File: src/rtl/uart_pkg.sv
// Shared types and constants for the 8N1 UART receive path.
package uart_pkg;

  typedef enum logic [1:0] {IDLE, START, DATA, STOP} state_e;

  localparam int OVERSAMPLE  = 16;
  localparam int START_MID   = 7;
  localparam int DEF_DBIT    = 8;
  localparam int DEF_SB_TICK = 16;

endpackage

File: src/rtl/uart_receiver_baud_tick_gen.sv
// Oversampling tick divider: s_tick_o pulses once every TICK_DIV clocks.
module baud_tick_gen #(
  parameter int N        = 1,
  parameter int TICK_DIV = 1
) (
  input  logic clk_i,
  input  logic reset_i,
  output logic s_tick_o
);

  localparam logic [N-1:0] CNT_LAST = N'(TICK_DIV - 1);

  logic [N-1:0] cnt_q, cnt_d;

  always_ff @(posedge clk_i) begin
    if (reset_i) cnt_q <= '0;
    else         cnt_q <= cnt_d;
  end

  always_comb begin
    cnt_d = (cnt_q == CNT_LAST) ? '0 : cnt_q + 1'b1;
  end

  // Masked during reset so no tick is seen while the block is held.
  assign s_tick_o = (cnt_q == CNT_LAST) && !reset_i;

endmodule

File: src/rtl/uart_receiver.sv
// 8N1 UART receiver, 16x oversampling, 2-flop rx synchronizer.
// Define UART_RX_FRAME_ERR_EN to add the frame_err output.
module uart_receiver
  import uart_pkg::*;
#(
  parameter int DBIT     = DEF_DBIT,
  parameter int SB_TICK  = DEF_SB_TICK,
  parameter int TICK_DIV = 1,
  parameter int N        = 1
) (
  input  logic            clk,
  input  logic            reset,
  input  logic            rx,
  output logic [DBIT-1:0] dout,
  output logic            rx_done_tick
`ifdef UART_RX_FRAME_ERR_EN
  ,
  output logic            frame_err
`endif
);

  localparam int            NW      = (DBIT > 1) ? $clog2(DBIT) : 1;
  localparam logic [NW-1:0] N_LAST  = NW'(DBIT - 1);
  localparam logic [3:0]    S_MID   = 4'(START_MID);
  localparam logic [3:0]    S_LAST  = 4'(OVERSAMPLE - 1);
  localparam logic [3:0]    SB_LAST = 4'(SB_TICK - 1);

  logic s_tick;

  baud_tick_gen #(
    .N        (N),
    .TICK_DIV (TICK_DIV)
  ) u_tick (
    .clk_i    (clk),
    .reset_i  (reset),
    .s_tick_o (s_tick)
  );

  state_e          state_q, state_d;
  logic [3:0]      s_cnt_q, s_cnt_d;
  logic [NW-1:0]   n_cnt_q, n_cnt_d;
  logic [DBIT-1:0] b_q, b_d;
  logic [DBIT-1:0] dout_q, dout_d;
  logic            done_q, done_d;
  logic            sync1_q, sync2_q;
  logic            rx_s;
`ifdef UART_RX_FRAME_ERR_EN
  logic            ferr_q, ferr_d;
`endif

  assign rx_s = sync2_q;

  always_ff @(posedge clk) begin
    if (reset) begin
      state_q <= IDLE;
      s_cnt_q <= '0;
      n_cnt_q <= '0;
      b_q     <= '0;
      dout_q  <= '0;
      done_q  <= 1'b0;
      sync1_q <= 1'b1;
      sync2_q <= 1'b1;
`ifdef UART_RX_FRAME_ERR_EN
      ferr_q  <= 1'b0;
`endif
    end else begin
      state_q <= state_d;
      s_cnt_q <= s_cnt_d;
      n_cnt_q <= n_cnt_d;
      b_q     <= b_d;
      dout_q  <= dout_d;
      done_q  <= done_d;
      sync1_q <= rx;
      sync2_q <= sync1_q;
`ifdef UART_RX_FRAME_ERR_EN
      ferr_q  <= ferr_d;
`endif
    end
  end

  always_comb begin
    state_d = state_q;
    s_cnt_d = s_cnt_q;
    n_cnt_d = n_cnt_q;
    b_d     = b_q;
    dout_d  = dout_q;
    done_d  = 1'b0;
`ifdef UART_RX_FRAME_ERR_EN
    ferr_d  = ferr_q;
`endif
    case (state_q)
      // Start edge is detected on the raw clock, not on a tick.
      IDLE: begin
        if (!rx_s) begin
          state_d = START;
          s_cnt_d = '0;
        end
      end
      START: begin
        if (s_tick) begin
          if (s_cnt_q == S_MID) begin
            if (!rx_s) begin
              state_d = DATA;
              s_cnt_d = '0;
              n_cnt_d = '0;
            end else begin
              state_d = IDLE;
            end
          end else begin
            s_cnt_d = s_cnt_q + 1'b1;
          end
        end
      end
      DATA: begin
        if (s_tick) begin
          if (s_cnt_q == S_LAST) begin
            b_d     = {rx_s, b_q[DBIT-1:1]};
            s_cnt_d = '0;
            if (n_cnt_q == N_LAST) state_d = STOP;
            else                   n_cnt_d = n_cnt_q + 1'b1;
          end else begin
            s_cnt_d = s_cnt_q + 1'b1;
          end
        end
      end
      STOP: begin
        if (s_tick) begin
          if (s_cnt_q == SB_LAST) begin
            dout_d  = b_q;
            done_d  = 1'b1;
            state_d = IDLE;
`ifdef UART_RX_FRAME_ERR_EN
            ferr_d  = ~rx_s;
`endif
          end else begin
            s_cnt_d = s_cnt_q + 1'b1;
          end
        end
      end
      default: state_d = IDLE;
    endcase
  end

  assign dout         = dout_q;
  assign rx_done_tick = done_q;
`ifdef UART_RX_FRAME_ERR_EN
  assign frame_err    = ferr_q;
`endif

endmodule

File: config.mk
export PLATFORM = sky130hd
export DESIGN_NAME = uart_receiver
export DESIGN_NICKNAME = d
export VERILOG_FILES = /design/src/rtl/uart_pkg.sv /design/src/rtl/uart_receiver_baud_tick_gen.sv /design/src/rtl/uart_receiver.sv
export SDC_FILE = /design/constraint.sdc
export NUM_CORES = 1
export LEC_CHECK = 0
export BUFFER_PORTS_ARGS = -buffer_cell sky130_fd_sc_hd__buf_2
export CORE_ASPECT_RATIO = 1.5
export CORE_MARGIN = 2
export CORE_UTILIZATION = 55
export CTS_CLUSTER_SIZE = 10
export DETAILED_ROUTE_END_ITERATION = 10
export GPL_ROUTABILITY_DRIVEN = 0
export PLACE_DENSITY = 0.73
export SYNTH_ARGS = -nofsm -noshare
export SYNTH_HDL_FRONTEND = slang
export SYNTH_HIERARCHICAL = 1
export SYNTH_SLANG_ARGS = --single-unit
File: constraint.sdc
create_clock -name clk -period 2.15 [get_ports clk]
set_clock_uncertainty 0.05 [all_clocks]
set_input_delay 0.645 -clock clk [delete_from_list [all_inputs] [get_ports clk]]
set_output_delay 0.645 -clock clk [all_outputs]
set_load 0.05 [all_outputs]
* Word level (Yosys, flattened, before mapping)
Cells that the tools add are included.
Word-level totals: register bits 29, bits of input ports 3, output and inout bits 9
Cells by class: $add $sub $neg 3, equality and inequality tests 17, multiplexer cells 26, bitwise operators 3, reductions and logical operators 11
Operators with widths (number):
- 4-bit 2-to-1 mux | 7
- 2-bit inequality test, second input constant | 11
- 2-bit 2-to-1 mux | 9
- 3-bit 2-to-1 mux | 6
- 4-bit one-hot mux with 4 select lines | 1
- 2-bit one-hot mux with 4 select lines | 1
- 8-bit AND reduction | 1
- 7-bit AND reduction | 1
- 3-bit one-hot mux with 2 select lines | 1
- 3-bit AND reduction | 2
- 4-bit by 1-bit adder with 4-bit output, second input constant | 1
- 2-bit == test, second input constant | 2
- 4-bit by 3-bit == test with 1-bit output, second input constant | 1
- 4-bit == test, second input constant | 1
- 4-bit AND reduction | 1
- 3-bit by 1-bit adder with 3-bit output, second input constant | 1
- 3-bit == test, second input constant | 1
- 1-bit NOT | 3
- 3-bit OR reduction | 1
- 2-bit by 1-bit == test with 1-bit output, second input constant | 1
- 2-bit zero test | 1
- 2-bit nonzero test | 1
- 2-bit OR reduction | 1
- 1-bit adder, second input constant | 1
- 3 further kinds | 3

* Longest topological paths before layout
Gate-level depths: netlist of the first run.
word-level depth 5, gate-level depth with buffers 6, mapped depth without buffers 6

* Hierarchy
The synthesis of the first run kept the hierarchy.
By module, submodules not included:
- uart_receiver | times used 1, cells an instance 126, area an instance 1228.7 um^2
- baud_tick_gen | times used 1, cells an instance 3, area an instance 27.5 um^2

* Worst setup path before layout of the first run
No wires, ideal clock.
kind in2reg, from input port reset, to register b_q[2], library setup time 128 ps, arrival 1778 ps, required time 1972 ps, path slack 194 ps, cell stages on the path 5, cells stage by stage nor2_1 > nand4_4 > nor3_4 > mux2i_1 > nor2_1
Between the ends: longest elaborated chain between the ends 3
Ends and longest elaborated chain:
- from (decl) | RTL line uart_receiver.sv:12 | input logic reset,
- 1-bit zero test | RTL line uart_receiver_baud_tick_gen.sv:25 | assign s_tick_o = (cnt_q == CNT_LAST) && !reset_i;
- 1-bit logical AND | RTL line uart_receiver_baud_tick_gen.sv:25
- 3-bit AND reduction (no source line)
- to (signal assigned) | RTL line uart_receiver.sv:58 | b_q <= '0;
- to (signal assigned) | RTL line uart_receiver.sv:70 | b_q <= b_d;
- to (decl) | RTL line uart_receiver.sv:42 | logic [DBIT-1:0] b_q, b_d;
Several ways; a longest one is shown, not always the timed one. A chain may end at the register's enable or synchronous reset.

* Worst setup path after layout of the first run
from register s_cnt_q[0], to register dout_q[0] (netlist: dout[0])
Between the ends: longest elaborated chain between the ends 2
Ends and longest elaborated chain:
- from (decl) | RTL line uart_receiver.sv:40 | logic [3:0] s_cnt_q, s_cnt_d;
- from (signal assigned) | RTL line uart_receiver.sv:68 | s_cnt_q <= s_cnt_d;
- 4-bit == test | RTL line uart_receiver.sv:128 | if (s_cnt_q == SB_LAST) begin
- 3-bit AND reduction (no source line)
- to (signal assigned) | RTL line uart_receiver.sv:71 | dout_q <= dout_d;
- to (decl) | RTL line uart_receiver.sv:43 | logic [DBIT-1:0] dout_q, dout_d;
Every way passes these cells.

==> results of run 1 <==
## cell families (layout without fill, tap and decap cells)
logic type,after synthesis,in the layout,synth area share
buffers and inverters,10,24,0.0359
AO/OA/AOI/OAI,15,15,0.0787
flip-flops,29,29,0.462
adder cells (fa/ha/maj),3,3,0.0299
AND/OR/NAND/NOR,49,49,0.215
multiplexers,21,21,0.168
other,1,1,0.00299
XOR/XNOR,1,1,0.00697
## worst max-delay path, cell delays in order (launching register included)
cell	delay [ps]
dfxtp_1	380
ha_1	360
nand4_4	200
nor2_4	340
mux2i_1	220
nor2_1	60
## layer usage
layer / track usage / vias to the layer above / share of wire
met2: 0.305 / 18 / 0.55
met3: 0.0694 / 5 / 0.030
met5: 0 / - / 0
li1: - / 474 / -
met1: 0.212 / 440 / 0.39
met4: 0.114 / 0 / 0.028
## Yosys cell counts (2+ instances only)
cell type,number
inv_1,3
ha_1,3
nand3_1,2
nor2_1,25
o21ai_0,4
and3_1,2
clkbuf_1,3
o211ai_1,2
mux2i_1,20
nand2_1,5
buf_2,3
o21bai_1,2
dfxtp_1,29
nor3_1,4
or2_2,2
a31oi_1,3
## stage by stage
step / instances / cell area (µm²) / total power, W / setup WS [ps] / util
global route: 166 / 1380 / 0.000939 / 285 / 0.627
detailed placement: 159 / 1330 / 0.000587 / 132 / 0.602
finish: 166 / 1380 / 0.000900 / 411 / 0.627
CTS: 166 / 1380 / 0.000918 / 398 / 0.627
global placement: 159 / 1330 / 0.000586 / 219 / 0.602
floorplan: 129 / 1260 / 0.000578 / 194 / -
## flip-flops by register name, indices dropped and copies added (netlist names), named ones only
signal / cells
sync1_q: 1
n_cnt_q: 3
state_q: 1
u_tick/cnt_q: 1
s_cnt_q: 4
b_q: 8
dout: 8
rx_s: 1
rx_done_tick: 1
## worst paths after layout
kind                      startpoint                    to  slack [ps]  depth (start not counted)
min reg2reg       sync1_q$_SDFF_PP1_       rx_s$_SDFF_PP1_         370                          1
max          s_cnt_q[0]$_SDFFE_PP0P_  dout[0]$_SDFFE_PP0P_         410                          5
min               sync1_q$_SDFF_PP1_       rx_s$_SDFF_PP1_         370                          1
max reg2reg  s_cnt_q[0]$_SDFFE_PP0P_  dout[0]$_SDFFE_PP0P_         410                          5
## cell type report
class / instances / area [µm²]
inverters: 3 / 11.3
repair buffers: 14 / 77.6
multi-input cells: 90 / 631
well taps: 23 / 28.8
fillers: 202 / 823
flip-flops and latches: 29 / 581
clock buffers: 7 / 55.1
## power by group through the flow
| stage | Clock, W | Sequential (W) | Combinational, W |
|---|---|---|---|
| after CTS | 0.000344 | 0.000547 | 0.0000274 |
| after global routing | 0.000360 | 0.000548 | 0.0000311 |
| after floorplan | 0 | 0.000556 | 0.0000220 |
| after detailed placement | 0 | 0.000559 | 0.0000273 |
| after global placement | 0 | 0.000559 | 0.0000268 |
| final | 0.000326 | 0.000546 | 0.0000276 |
==> flow_summary.yaml, run 1 <==
synthesis:
  ys.warnings.count: 6
  synth-edff-count: 0
  ys_ff_latch: 29
  ys.flop_type: "dfxtp_1"
  synth-seq-area-share: 0.462
  yosys-top-cells-area: "dfxtp_1 46%, mux2i_1 16%, nor2_1 7.5%"
  synth_top_cell_by_area: "dfxtp_1"
  synth_top_area_frac: 0.462
  synth_cell_types: 33
  synth_fp_nets: 135
  avgSynthCellArea_um2: 9.74
  syn-cell-area_mm2: 0.00126
  synthCells: 129
  async_reset_ff_frac: 0
cts:
  cts_resized: 0
  cts_tree: "yes"
  worstSkewPairLatency_ps: 320
  htreeDepth: 2
  clock_tree.buffer_depth: 2
  cts-root-buf: "clkbuf_4"
  clkSlewWorstSetupHoldPaths_ps: 90
  post_cts_buffers: 0
  numClockSinks: 29
  cts_hold_buf: 0
  numCtsBuffers: 5
worst_setup_path:
  crit_type: "register to register"
  crit_arrival_ps: 1890
  critPathRequiredTime_ps: 2300
  worstPathMaxFanout: 8
  cp-start-kind: "register"
  end_kind: "register"
layout:
  drive_above_1_share: 0.189
  syn_to_final_growth_pct: 10.2
  layout_common_cells: "29 x dfxtp_1, 25 x nor2_1, 20 x mux2i_1, 11 x buf_2"
  finalNetCount: 149
  num_antenna_cells: 0
  final_common_cell: "dfxtp_1"
power_and_ir_drop:
  p_seq_frac: 0.607
  clockPowerShare: 0.362
  p_switching_w: 0.000195
  p_comb_frac: 0.031
  p_per_area_mw_per_mm2: 650
  p_leak_nw: 0.543
  switching_share: 0.216
  vdd_drop_max_uv: 533
  p_int_w: 0.000705
drt:
  routedWlPerCell_um: 13.1
  vias_per_cell: 5.64
  wl_um: 2170
  drtIter0Drc: 22
  drtAntennaViolNets: 0
  vias: 937
  drc: 0
  firstDrtPassIters: 4
floorplanning:
  rows: 21
  dieArea_mm2: 0.00269
  start_util: 0.569
  pin_count: 12
  die_w_um: 43.0
  die_h_um: 62.5
  coreArea_mm2: 0.00221
sta:
  fin_setup_tns_ps: 0
  fin_crit_sh: 0.809
  max_freq_mhz: 575
  final_hold_viol_count: 0
  rsz0062_at_grt: "false"
  report.final.slew_viol_count: 0
  setup_viol: 0
  hold_ws_ps: 373
  period_minus_slack_ps: 1740
placed_design:
  numPortBuffers: 11
  hpwl_um: 1560
global_routing:
  grt_overflow: 0
  grt_max_degree: 31
  grt_first_pass_wirelength_um: 3850
  grt_pass1_vias: 929
  track_usage: 0.191
  antenna_found_initial: 0
worst_hold_path:
  hold_class: "register to register"
outcome:
  outcome: "complete, no violations"
run:
  maxCapViolations: 0
Power figures use the tool's default switching activity.
==> run 2: changes to the inputs <==
Settings changed: ABC_AREA set to 1.
Clock period 2.15 ns to 1.68 ns, I/O delays scaled along.
==> flow_summary.yaml, run 2 <==
layout:
  layout_common_cells: "44 x nor2_1, 31 x nand2_1, 28 x dfxtp_1, 16 x o21ai_0, 12 x inv_1"
  final_common_cell: "nor2_1"
  syn_to_final_growth_pct: 16.9
  final_area_mm2: 0.00148
  num_antenna_cells: 0
  drive_above_1_share: 0.208
  final_util: 0.671
  finalNetCount: 202
power_and_ir_drop:
  vdd_drop_max_uv: 564
  power_w: 0.00147
  p_per_area_mw_per_mm2: 995
  p_leak_nw: 0.679
floorplanning:
  start_util: 0.574
  rows: 21
  dieArea_mm2: 0.00271
  pin_count: 12
  die_h_um: 62.8
  coreArea_mm2: 0.00221
  die_w_um: 43.2
synthesis:
  ys.warnings.count: 6
  synth-seq-area-share: 0.458
  synth.most_common_cell: "nor2_1"
  synth_cell_types: 22
  synth_fp_nets: 181
  ys_ff_latch: 29
  netlist_top_cells_count: "45 x nor2_1, 31 x nand2_1, 29 x dfxtp_1"
  synth_top_cell_by_area: "dfxtp_1"
  yosys-top-cells-area: "dfxtp_1 46%, nor2_1 13%, nand2_1 9.2%"
  synth_top_area_frac: 0.458
  async_reset_ff_frac: 0
  synthCells: 175
  syn-cell-area_mm2: 0.00127
  ys.flop_type: "dfxtp_1"
  avgSynthCellArea_um2: 7.24
  synth-edff-count: 0
sta:
  period_minus_slack_ps: 1590
  setup_slack_ps: 93.9
  report.final.slew_viol_count: 0
  setup_viol: 0
  fin_crit_sh: 0.944
  hold_ws_ps: 316
  final_hold_viol_count: 0
  max_freq_mhz: 630
worst_setup_path:
  crit_arrival_ps: 1750
  end_kind: "register"
  crit_type: "register to register"
  crit_path_max_incr_delay_ps: 370
  worstPathMaxFanout: 9
  path_cells: "ha_2 > nand2_1 > nor2_2 > nand2_2 > nor2_4 > inv_2 > nor2_1 > nor2_1"
  cp_common_cell: "nor2_1"
  cp-start-kind: "register"
  critPathRequiredTime_ps: 1840
  cp_slowest_cell: "dfxtp_1"
drt:
  drc: 0
  vias_per_cell: 5.19
  routedWlPerCell_um: 11.9
  drtAntennaViolNets: 0
  drtIter0Drc: 35
  wl_um: 2610
  firstDrtPassIters: 4
  vias: 1141
cts:
  worstSkewPairLatency_ps: 320
  htreeDepth: 2
  cts_tree: "yes"
  clkSlewWorstSetupHoldPaths_ps: 90
  numClockSinks: 29
  numCtsBuffers: 5
  cts-root-buf: "clkbuf_4"
  clock_tree.buffer_depth: 2
placed_design:
  dp_slack_ps: 26.8
  hpwl_um: 1840
  place_area_mm2: 0.00137
  numPortBuffers: 11
global_routing:
  grt_overflow: 0
  grt_pass1_vias: 1148
  antenna_found_initial: 0
  track_usage: 0.217
  grt_first_pass_wirelength_um: 4510
  grt_max_degree: 12
outcome:
  outcome: "complete, no violations"
worst_hold_path:
  hold_class: "input port to register"
run:
  maxCapViolations: 0
## run 2: cell count changes after synthesis, moves of 3 or more
cell / previous run / this run
a21oi_1: 1 / 7
a31oi_1: 3 / 0
buf_2: 3 / 0
inv_1: 3 / 12
mux2i_1: 20 / 0
nand2_1: 5 / 31
nand2_2: 0 / 3
nand3_1: 2 / 10
nor2_1: 25 / 45
nor2_4: 1 / 4
nor3_1: 4 / 1
o21ai_0: 4 / 16
## run 2: cells by family after synthesis
group,after synthesis,synth area share
flip-flops,29,0.458
buffers and inverters,16,0.0474
other,1,0.00296
AND/OR/NAND/NOR,101,0.357
adder cells (fa/ha/maj),3,0.0296
XOR/XNOR,1,0.00691
AO/OA/AOI/OAI,24,0.0977
## run 2: final cells by class
cell class                 count  area, µm²
multi-input combinational    130        639
clock buffer                   7       55.1
fill                         192        726
inverter                      14       56.3
timing repair inverter         1       5.00
clock inverter                 1       30.0
timing repair buffer          15       85.1
sequential                    29        582
tap                           23       28.8
## run 2: power breakdown
part	total (W)	internal [W]	leakage [nW]	switching, W
clock	0.000586	0.000355	0.0455	0.000231
combinational	0.000165	0.0000568	0.398	0.000108
sequential	0.000724	0.000702	0.235	0.0000216
## run 2: per-stage QoR
| step | cells | TNS [ps] |
|---|---|---|
| detailed placement | 211 | 0 |
| CTS | 219 | 0 |
| floorplan | 175 | 0 |
| finish | 220 | 0 |
| global placement | 211 | 0 |
| global route | 220 | -42.1 |
## run 2: worst max-delay path: cells and delay by family (launching register included)
kind	cells	cell delay [ps]
adder cells (fa/ha/maj)	1	230
buffers and inverters	1	100
flip-flops	1	370
AND/OR/NAND/NOR	6	740
## run 2: repair_timing
item	in CTS	in global routing
setup buffers	0	0
gates resized for setup	0	5
hold buffers	0	0
endpoints found under the hold margin	0	0
endpoints found under the setup margin	0	18
## run 2: worst paths after layout
kind / depth (start not counted) / end / slack, ps / from
worst max register to register: 8 / dout[4]$_SDFFE_PP0P_ / 90 / s_cnt_q[1]$_SDFFE_PP0P_
worst min-delay path: 2 / sync1_q$_SDFF_PP1_ / 320 / rx
worst max-delay path: 8 / dout[4]$_SDFFE_PP0P_ / 90 / s_cnt_q[1]$_SDFFE_PP0P_
worst min register to register: 1 / rx_s$_SDFF_PP1_ / 370 / sync1_q$_SDFF_PP1_
## run 2: per-layer routing
metal / up-vias / track usage / share of wire
met5: - / 0 / 0
met4: 0 / 0.129 / 0.026
met3: 7 / 0.0434 / 0.023
met2: 19 / 0.377 / 0.53
met1: 518 / 0.231 / 0.42
li1: 597 / - / -
==> run 3: changes to the inputs <==
Settings changed: PLACE_DENSITY 0.73 to 0.75.
==> flow_summary.yaml, run 3 (synthesis gave the netlist of run 2 again) <==
outcome:
  outcome: "complete, no violations"
drt:
  drtAntennaViolNets: 0
  routedWlPerCell_um: 11.5
  vias: 1150
  drtIter0Drc: 17
  firstDrtPassIters: 4
  drc: 0
  wl_um: 2510
  vias_per_cell: 5.28
run:
  maxCapViolations: 0
cts:
  numCtsBuffers: 5
  clkSlewWorstSetupHoldPaths_ps: 90
  htreeDepth: 2
  worstSkewPairLatency_ps: 320
  cts_tree: "yes"
  cts-root-buf: "clkbuf_4"
  clock_tree.buffer_depth: 2
  post_cts_buffers: 0
  numClockSinks: 29
worst_setup_path:
  crit_arrival_ps: 1770
  worstPathMaxFanout: 8
  r2r_slack_ps: 120
  crit_path_max_incr_delay_ps: 400
  cp_slowest_cell: "dfxtp_1"
  path_cells: "ha_2 > nand2_1 > nor2_2 > nand2_2 > nor2_4 > buf_4 > o21ai_0 > nor2_1"
  end_kind: "register"
  crit_type: "register to register"
  critPathRequiredTime_ps: 1890
  cp-start-kind: "register"
floorplanning:
  die_h_um: 62.8
  rows: 21
  start_util: 0.574
  die_w_um: 43.2
  pin_count: 12
  coreArea_mm2: 0.00221
  dieArea_mm2: 0.00271
placed_design:
  numPortBuffers: 11
  hpwl_um: 1810
  place_area_mm2: 0.00139
sta:
  rsz0062_at_grt: "true"
  period_minus_slack_ps: 1560
  final_hold_viol_count: 0
  fin_crit_sh: 0.930
  max_freq_mhz: 640
  report.final.slew_viol_count: 0
  setup_viol: 0
global_routing:
  grt_first_pass_wirelength_um: 4660
  grt_pass1_vias: 1124
  track_usage: 0.226
  grt_overflow: 0
  antenna_found_initial: 0
  grt_max_degree: 23
layout:
  final_common_cell: "nor2_1"
  final_area_mm2: 0.00145
  final_util: 0.657
  finalNetCount: 201
  drive_above_1_share: 0.200
  layout_common_cells: "43 x nor2_1, 31 x nand2_1, 29 x dfxtp_1, 16 x o21ai_0, 12 x inv_1"
  num_antenna_cells: 0
  syn_to_final_growth_pct: 14.4
power_and_ir_drop:
  p_per_area_mw_per_mm2: 907
  p_leak_nw: 0.677
  vdd_drop_max_uv: 714
worst_hold_path:
  hold_class: "input port to register"
-- run 3: worst paths after layout --
check                                              from              endpoint  cells past startpoint
worst min-delay path                                 rx    sync1_q$_SDFF_PP1_                      2
worst max-delay path            s_cnt_q[0]$_SDFFE_PP0P_  dout[4]$_SDFFE_PP0P_                      8
worst max register to register  s_cnt_q[0]$_SDFFE_PP0P_  dout[4]$_SDFFE_PP0P_                      8
worst min register to register       sync1_q$_SDFF_PP1_       rx_s$_SDFF_PP1_                      1
-- run 3: what timing repair did --
| item | 4_1_cts | 5_1_grt |
|---|---|---|
| cloned | 0 | 0 |
| setup endpoints to repair | 1 | 24 |
| gates resized for setup | 1 | 3 |
| hold buffers | 0 | 0 |
-- run 3: routing by layer --
| layer | routed length (µm) | global-route usage |
|---|---|---|
| met3 | 81 | 0.0723 |
| met4 | 85 | 0.114 |
| met2 | 1330 | 0.382 |
| met1 | 1020 | 0.243 |
| met5 | 0 | 0 |
-- run 3: power by group --
group | internal, W | switching, W
clock | 0.000197 | 0.000224
combinational | 0.0000608 | 0.000111
sequential | 0.000702 | 0.0000202
total | 0.000960 | 0.000355
-- run 3: critical path: cells and delay by family (launching register included) --
family,cells,cell delay [ps]
simple gates,5,550
flops,1,400
fa+ha+maj,1,250
buf+inv,1,160
compound gates,1,90
-- run 3: final cells by class --
| class | count | area, µm² |
|---|---|---|
| well taps | 23 | 28.8 |
| flip-flops and latches | 29 | 581 |
| clock buffers | 7 | 55.1 |
| multi-input cells | 130 | 634 |
| fillers | 201 | 757 |
| repair buffers | 15 | 97.6 |
| inverters | 14 | 53.8 |
-- run 3: stage by stage --
step	power, W	instances	setup TNS (ps)	hold WS, ps	setup slack [ps]
floorplan	0.000863	175	0	339	248
global placement	0.000901	211	0	357	88.2
detailed placement	0.000907	211	0	361	63.0
CTS	0.00133	218	0	300	20.3
global route	0.00139	218	-18.3	305	-18.3
finish	0.00132	218	0	308	118
